[src/rtl/io_in_sync_m.sv]
// io_in_sync_m: multi-bit input conditioner. Each bit of an asynchronous bus
// is synchronized, debounced, edge-detected, and any change of the debounced
// bus is offered to a consumer as a single-entry valid/ready event with a
// sticky overflow flag when an unaccepted event is overwritten.
module io_in_sync_m #(
  parameter int WIDTH           = 4,
  parameter int SYNC_STAGES     = 2,
  parameter int DEBOUNCE_CYCLES = 4
) (
  input  logic             clk,
  input  logic             rst,
  input  logic [WIDTH-1:0] in_raw,
  output logic [WIDTH-1:0] stable,
  output logic [WIDTH-1:0] rise,
  output logic [WIDTH-1:0] fall,
  output logic             out_valid,
  output logic [WIDTH-1:0] out_data,
  input  logic             out_ready,
  output logic             ovf,
  input  logic             ovf_clr
);

  localparam int CW = $clog2(DEBOUNCE_CYCLES + 1);
  localparam logic [CW-1:0] CNT_LAST = CW'(DEBOUNCE_CYCLES - 1);

  logic [SYNC_STAGES-1:0][WIDTH-1:0] sync_q;
  logic [WIDTH-1:0]                  synced;
  logic [WIDTH-1:0][CW-1:0]          cnt_q, cnt_d;
  logic [WIDTH-1:0]                  stable_q, stable_d;
  logic [WIDTH-1:0]                  rise_q, fall_q;
  logic                              valid_q, valid_d;
  logic [WIDTH-1:0]                  data_q, data_d;
  logic                              ovf_q, ovf_d;
  logic                              change;

  assign synced = sync_q[SYNC_STAGES-1];

  // Synchronizer chain: stage 0 samples the raw pins, last stage is the synced bit
  always_ff @(posedge clk) begin
    if (rst) begin
      sync_q <= '0;
    end else begin
      sync_q[0] <= in_raw;
      for (int s = 1; s < SYNC_STAGES; s++) sync_q[s] <= sync_q[s-1];
    end
  end

  // Per-bit debounce: count consecutive disagreeing samples, commit on the last one
  always_comb begin
    stable_d = stable_q;
    cnt_d    = cnt_q;
    for (int i = 0; i < WIDTH; i++) begin
      if (synced[i] == stable_q[i]) begin
        cnt_d[i] = '0;
      end else if (cnt_q[i] == CNT_LAST) begin
        stable_d[i] = synced[i];
        cnt_d[i]    = '0;
      end else begin
        cnt_d[i] = cnt_q[i] + CW'(1);
      end
    end
  end

  assign change = |(stable_d ^ stable_q);

  // Event slot: a new change always wins the slot; overwriting an unaccepted
  // event flags overflow, and that set beats a same-cycle clear
  always_comb begin
    valid_d = valid_q;
    data_d  = data_q;
    ovf_d   = ovf_q;
    if (ovf_clr) ovf_d = 1'b0;
    if (change) begin
      valid_d = 1'b1;
      data_d  = stable_d;
      if (valid_q && !out_ready) ovf_d = 1'b1;
    end else if (valid_q && out_ready) begin
      valid_d = 1'b0;
    end
  end

  // State registers; edge pulses are registered alongside the stable value
  always_ff @(posedge clk) begin
    if (rst) begin
      cnt_q    <= '0;
      stable_q <= '0;
      rise_q   <= '0;
      fall_q   <= '0;
      valid_q  <= 1'b0;
      data_q   <= '0;
      ovf_q    <= 1'b0;
    end else begin
      cnt_q    <= cnt_d;
      stable_q <= stable_d;
      rise_q   <= stable_d & ~stable_q;
      fall_q   <= ~stable_d & stable_q;
      valid_q  <= valid_d;
      data_q   <= data_d;
      ovf_q    <= ovf_d;
    end
  end

  assign stable    = stable_q;
  assign rise      = rise_q;
  assign fall      = fall_q;
  assign out_valid = valid_q;
  assign out_data  = data_q;
  assign ovf       = ovf_q;

endmodule

[config.mk]
export PLATFORM = sky130hd
export DESIGN_NAME = io_in_sync_m
export DESIGN_NICKNAME = d
export VERILOG_FILES = /design/src/rtl/io_in_sync_m.sv
export SDC_FILE = /design/constraint.sdc
export NUM_CORES = 1
export LEC_CHECK = 0
export CORE_MARGIN = 3
export CORE_UTILIZATION = 50
export CTS_BUF_LIST = sky130_fd_sc_hd__clkbuf_16
export DETAILED_ROUTE_END_ITERATION = 8
export DONT_BUFFER_PORTS = 1
export PLACE_DENSITY = 0.68
export SLEW_MARGIN = 30
export SYNTH_ARGS = -nofsm -noshare
export SYNTH_HDL_FRONTEND = slang
export SYNTH_SLANG_ARGS = --single-unit
export TNS_END_PERCENT = 30
[constraint.sdc]
create_clock -name clk -period 1.9 [get_ports clk]
set_input_delay 0.38 -clock clk [delete_from_list [all_inputs] [get_ports clk]]
set_output_delay 0.38 -clock clk [all_outputs]
set_load 0.02 [all_outputs]
==> flow_summary.html <==
<table>
<tr><th>Metric</th><th>Value</th></tr>
<tr><th colspan="2">Critical path</th></tr>
<tr><td>Required time at the worst-slack endpoint</td><td>2.06 ns</td></tr>
<tr><td>Highest fanout seen on the critical path</td><td>5</td></tr>
<tr><td>Critical path startpoint category</td><td>flip-flop</td></tr>
<tr><td>Critical Path AT</td><td>2.00 ns</td></tr>
<tr><td>CP endpoint kind</td><td>flip-flop</td></tr>
<tr><td>Worst setup path class</td><td>reg -&gt; reg</td></tr>
<tr><th colspan="2">Synth</th></tr>
<tr><td>Post-synthesis share of cell area spent on full adders, half adders and majority gates</td><td>13.96%</td></tr>
<tr><td>Number of instances in the synthesized netlist</td><td>132</td></tr>
<tr><td>Yosys top cell area share</td><td>53.05%</td></tr>
<tr><td>Summed instance area of the synthesized netlist</td><td>1434 um2</td></tr>
<tr><td>Xor and xnor area share after synthesis</td><td>2.443%</td></tr>
<tr><td>Number of synthesized register bits</td><td>38</td></tr>
<tr><td>Part of the Yosys area used for sequential elements</td><td>53.05%</td></tr>
<tr><td>Simple-gate share of the synthesized area</td><td>18.85%</td></tr>
<tr><td>YS warnings</td><td>0</td></tr>
<tr><td>Largest family of logic cells by synthesized area</td><td>simple AND/OR/NAND/NOR gates</td></tr>
<tr><td>Post-Syn Area per Cell</td><td>10.86 um2</td></tr>
<tr><td>Compound-Gate Fraction of Synth Area</td><td>3.054%</td></tr>
<tr><td>Cell variety after synth</td><td>16</td></tr>
<tr><td>Post-synth top area cell</td><td>dfxtp_1</td></tr>
<tr><td>Net count after synthesis</td><td>156</td></tr>
<tr><td>Top cells by area, synth</td><td>dfxtp_1 (53%), ha_1 (14%), nor2b_1 (7.0%), nor2_2 (5.2%), inv_1 (4.7%)</td></tr>
<tr><td>Mux contribution to synthesized area</td><td>2.792%</td></tr>
<tr><th colspan="2">Power and ir drop</th></tr>
<tr><td>Largest vdd supply drop</td><td>0.8751 mV</td></tr>
<tr><td>Leakage</td><td>0.7104 nW</td></tr>
<tr><td>Cell area power density</td><td>857.9 nW/um2</td></tr>
<tr><th colspan="2">Floorplan</th></tr>
<tr><td>I/O pin cnt</td><td>26</td></tr>
<tr><td>Placement row count</td><td>18</td></tr>
<tr><td>Core Box Area</td><td>2590 um2</td></tr>
<tr><td>Die outline height</td><td>59.55 um</td></tr>
<tr><td>Die X-Extent</td><td>59.55 um</td></tr>
<tr><td>Initial Util</td><td>55.36%</td></tr>
<tr><td>Die area</td><td>3546 um2</td></tr>
<tr><th colspan="2">Cells and area</th></tr>
<tr><td># diodes</td><td>0</td></tr>
<tr><td>NumNets Final</td><td>169</td></tr>
<tr><td>Most frequent standard cell in the layout excluding fill and tap cells</td><td>dfxtp_1</td></tr>
<tr><td>Final standard cell utilization of the core</td><td>70.97%</td></tr>
<tr><td>Storage element area</td><td>768.2 um2</td></tr>
<tr><td>Fraction of layout cells with a size suffix above 1</td><td>38.36%</td></tr>
<tr><td>Layout Area Growth over Synthesis</td><td>28.18%</td></tr>
<tr><td>Multi-input combinational cell area</td><td>767.0 um2</td></tr>
<tr><td>Number of fill cells in the layout</td><td>187</td></tr>
<tr><td>Most frequent cells in the layout</td><td>dfxtp_1 (34), inv_1 (17), nor2b_1 (16)</td></tr>
<tr><th colspan="2">STA</th></tr>
<tr><td>Fmax</td><td>543.8 MHz</td></tr>
<tr><td>Final Cycle Share</td><td>96.79%</td></tr>
<tr><td>Worst Max-Slew Pin Slew</td><td>0.3855 ns</td></tr>
<tr><td>Number of hold violations in the final report</td><td>0</td></tr>
<tr><td>Minimum clock period after layout</td><td>1.839 ns</td></tr>
<tr><td>Number of failing setup endpoints in the final timing report</td><td>0</td></tr>
<tr><td>Worst slew margin relative to its limit</td><td>74.27%</td></tr>
<tr><td>Layout Skew</td><td>0.001977 ns</td></tr>
<tr><td>Unrepaired setup endpoints after global routing</td><td>true</td></tr>
<tr><td>Final count of pins violating max slew</td><td>0</td></tr>
<tr><td>Worst-case setup margin in the final layout</td><td>0.06102 ns</td></tr>
<tr><th colspan="2">CTS</th></tr>
<tr><td>Reg clk slew, reported paths</td><td>0.05 ns</td></tr>
<tr><td>Clock buffer depth</td><td>2</td></tr>
<tr><td>Sink count of the clock tree</td><td>38</td></tr>
<tr><td>Clock buffer count from CTS</td><td>5</td></tr>
<tr><td>CTS H-tree lvls</td><td>2</td></tr>
<tr><td>TritonCTS clock tree</td><td>yes</td></tr>
<tr><td>Clk root buf</td><td>clkbuf_16</td></tr>
<tr><td>CTS Hold Bufs</td><td>0</td></tr>
<tr><td>Clk Latency, worst-skew pair</td><td>0.27 ns</td></tr>
<tr><th colspan="2">Global route</th></tr>
<tr><td>Number of global-route vias before repair</td><td>833</td></tr>
<tr><td>Global-route wire length before repair</td><td>3601 um</td></tr>
<tr><td>All-layer global routing usage</td><td>13.81%</td></tr>
<tr><td>Antenna violations before repair</td><td>0</td></tr>
<tr><td>Busiest grt layer</td><td>met2</td></tr>
<tr><td>Maximum number of pins on one net before global-route repair</td><td>31</td></tr>
<tr><td>Met2 GRT Util</td><td>21.22%</td></tr>
<tr><td>Sum of overflow across all layers after global routing</td><td>0</td></tr>
<tr><td>GR met1 Demand/Resource</td><td>15.82%</td></tr>
<tr><td>Grt met3 use</td><td>6.318%</td></tr>
<tr><th colspan="2">Outcome</th></tr>
<tr><td>Result of the run</td><td>finished, final reports clean</td></tr>
<tr><th colspan="2">Placed design</th></tr>
<tr><td>Detail Placement HPWL</td><td>1405 um</td></tr>
<tr><td>Global placement routability congestion</td><td>0.6882</td></tr>
<tr><td>Count of port buffers added during placement</td><td>0</td></tr>
<tr><td>Pre-CTS WS</td><td>-0.06403 ns</td></tr>
<tr><th colspan="2">Min path</th></tr>
<tr><td>HP Class</td><td>in -&gt; reg</td></tr>
<tr><th colspan="2">Detailed routing</th></tr>
<tr><td>DR WL/cell</td><td>12.82 um</td></tr>
<tr><td>Total number of vias</td><td>876</td></tr>
<tr><td>Drc violations</td><td>0</td></tr>
<tr><td>Residual antenna-violating net count after detailed routing</td><td>0</td></tr>
<tr><td>Total Routed Length</td><td>2256 um</td></tr>
<tr><td>Iter 0 DRT Violations</td><td>15</td></tr>
<tr><td>Post-DR vias/cell</td><td>4.977</td></tr>
<tr><td>Count of TritonRoute iterations in the first routing pass</td><td>5</td></tr>
<tr><th colspan="2">Flow run</th></tr>
<tr><td>Number of violations of the max-capacitance limit</td><td>0</td></tr>
</table>
[routing by layer]
metal / routed length (um) / vias up
met5: 0 / -
met4: 39 / 0
met3: 200 / 4
met2: 1063 / 26
met1: 952 / 401
li1: - / 445
[registers in the layout (all words and copies together), names as in the netlist]
signal,cells
cnt_q,12
fall,4
out_data,4
out_valid,1
ovf,1
rise,4
stable,4
sync_q,4
synced,4
[kinds of logic (layout without fill, tap and decap cells)]
group	after synthesis	after routing
multiplexers	4	4
AO/OA/AOI/OAI	6	6
adder cells (fa/ha/maj)	16	16
XOR/XNOR	4	4
flip-flops	38	38
AND/OR/NAND/NOR	43	44
buffers and inverters	21	34
[path summary, 6_finish.rpt]
kind	from	endpoint	slack [ns]	cells past startpoint
setup / recovery	cnt_q[9]	ovf	0.06	8
hold / removal	rst	sync_q[1]	0.18	1
setup reg to reg	cnt_q[9]	ovf	0.06	8
hold reg to reg	cnt_q[6]	cnt_q[6]	0.40	1
[cells in the mapped netlist]
cell type  number
a211oi_1        4
clkbuf_1        1
inv_1          18
dfxtp_1        38
nor2_2         12
buf_4           1
nand4_2         1
xnor2_1         4
ha_1           16
buf_2           1
mux2i_1         4
a32oi_1         1
nor2b_1        16
nor2_1         10
or3_4           4
a21oi_1         1
[final cells by class]
| class | instances | share of cell area [%] |
|---|---|---|
| sequential | 38 | 41.80 |
| multi-input combinational | 74 | 41.73 |
| clock buffer | 5 | 6.807 |
| inverter | 18 | 3.676 |
| timing repair buffer | 8 | 3.268 |
| tap | 30 | 2.042 |
| clock inverter | 3 | 0.6807 |
[timing repair]
item,in CTS,in global routing
gates resized for setup,1,31
endpoints found under the setup margin,6,6
gates cloned,1,0
pin swaps,2,9
buffers inserted,1,1
[where the power goes]
part	switching (mW)	leakage (nW)	internal, mW
registers	0.00626	0.310	0.808
clock network	0.269	0.0724	0.472
logic	0.00879	0.328	0.0126
total	0.284	0.710	1.29
[stage by stage]
step / power [mW] / instances / TNS, ns / area [um2] / hold slack, ns
final: 1.577 / 176 / 0 / 1838 / 0.1766
after global placement: 0.8489 / 165 / 0 / 1500 / 0.4147
after global routing: 1.655 / 176 / -0.04588 / 1838 / 0.1635
after floorplan: 0.8557 / 132 / 0 / 1434 / 0.4086
after CTS: 1.598 / 175 / 0 / 1667 / 0.1683
after detailed placement: 0.8502 / 165 / -0.1228 / 1500 / 0.4213
[worst max-delay path, cell delays in order (launching register included)]
cell and delay (ns):
dfxtp_4 0.36, ha_4 0.14, ha_4 0.14, mux2i_2 0.24, inv_1 0.11, ha_4 0.30, nand4_4 0.15, a32oi_2 0.23
nor2_1 0.06
(Power assumes the default switching activity.)
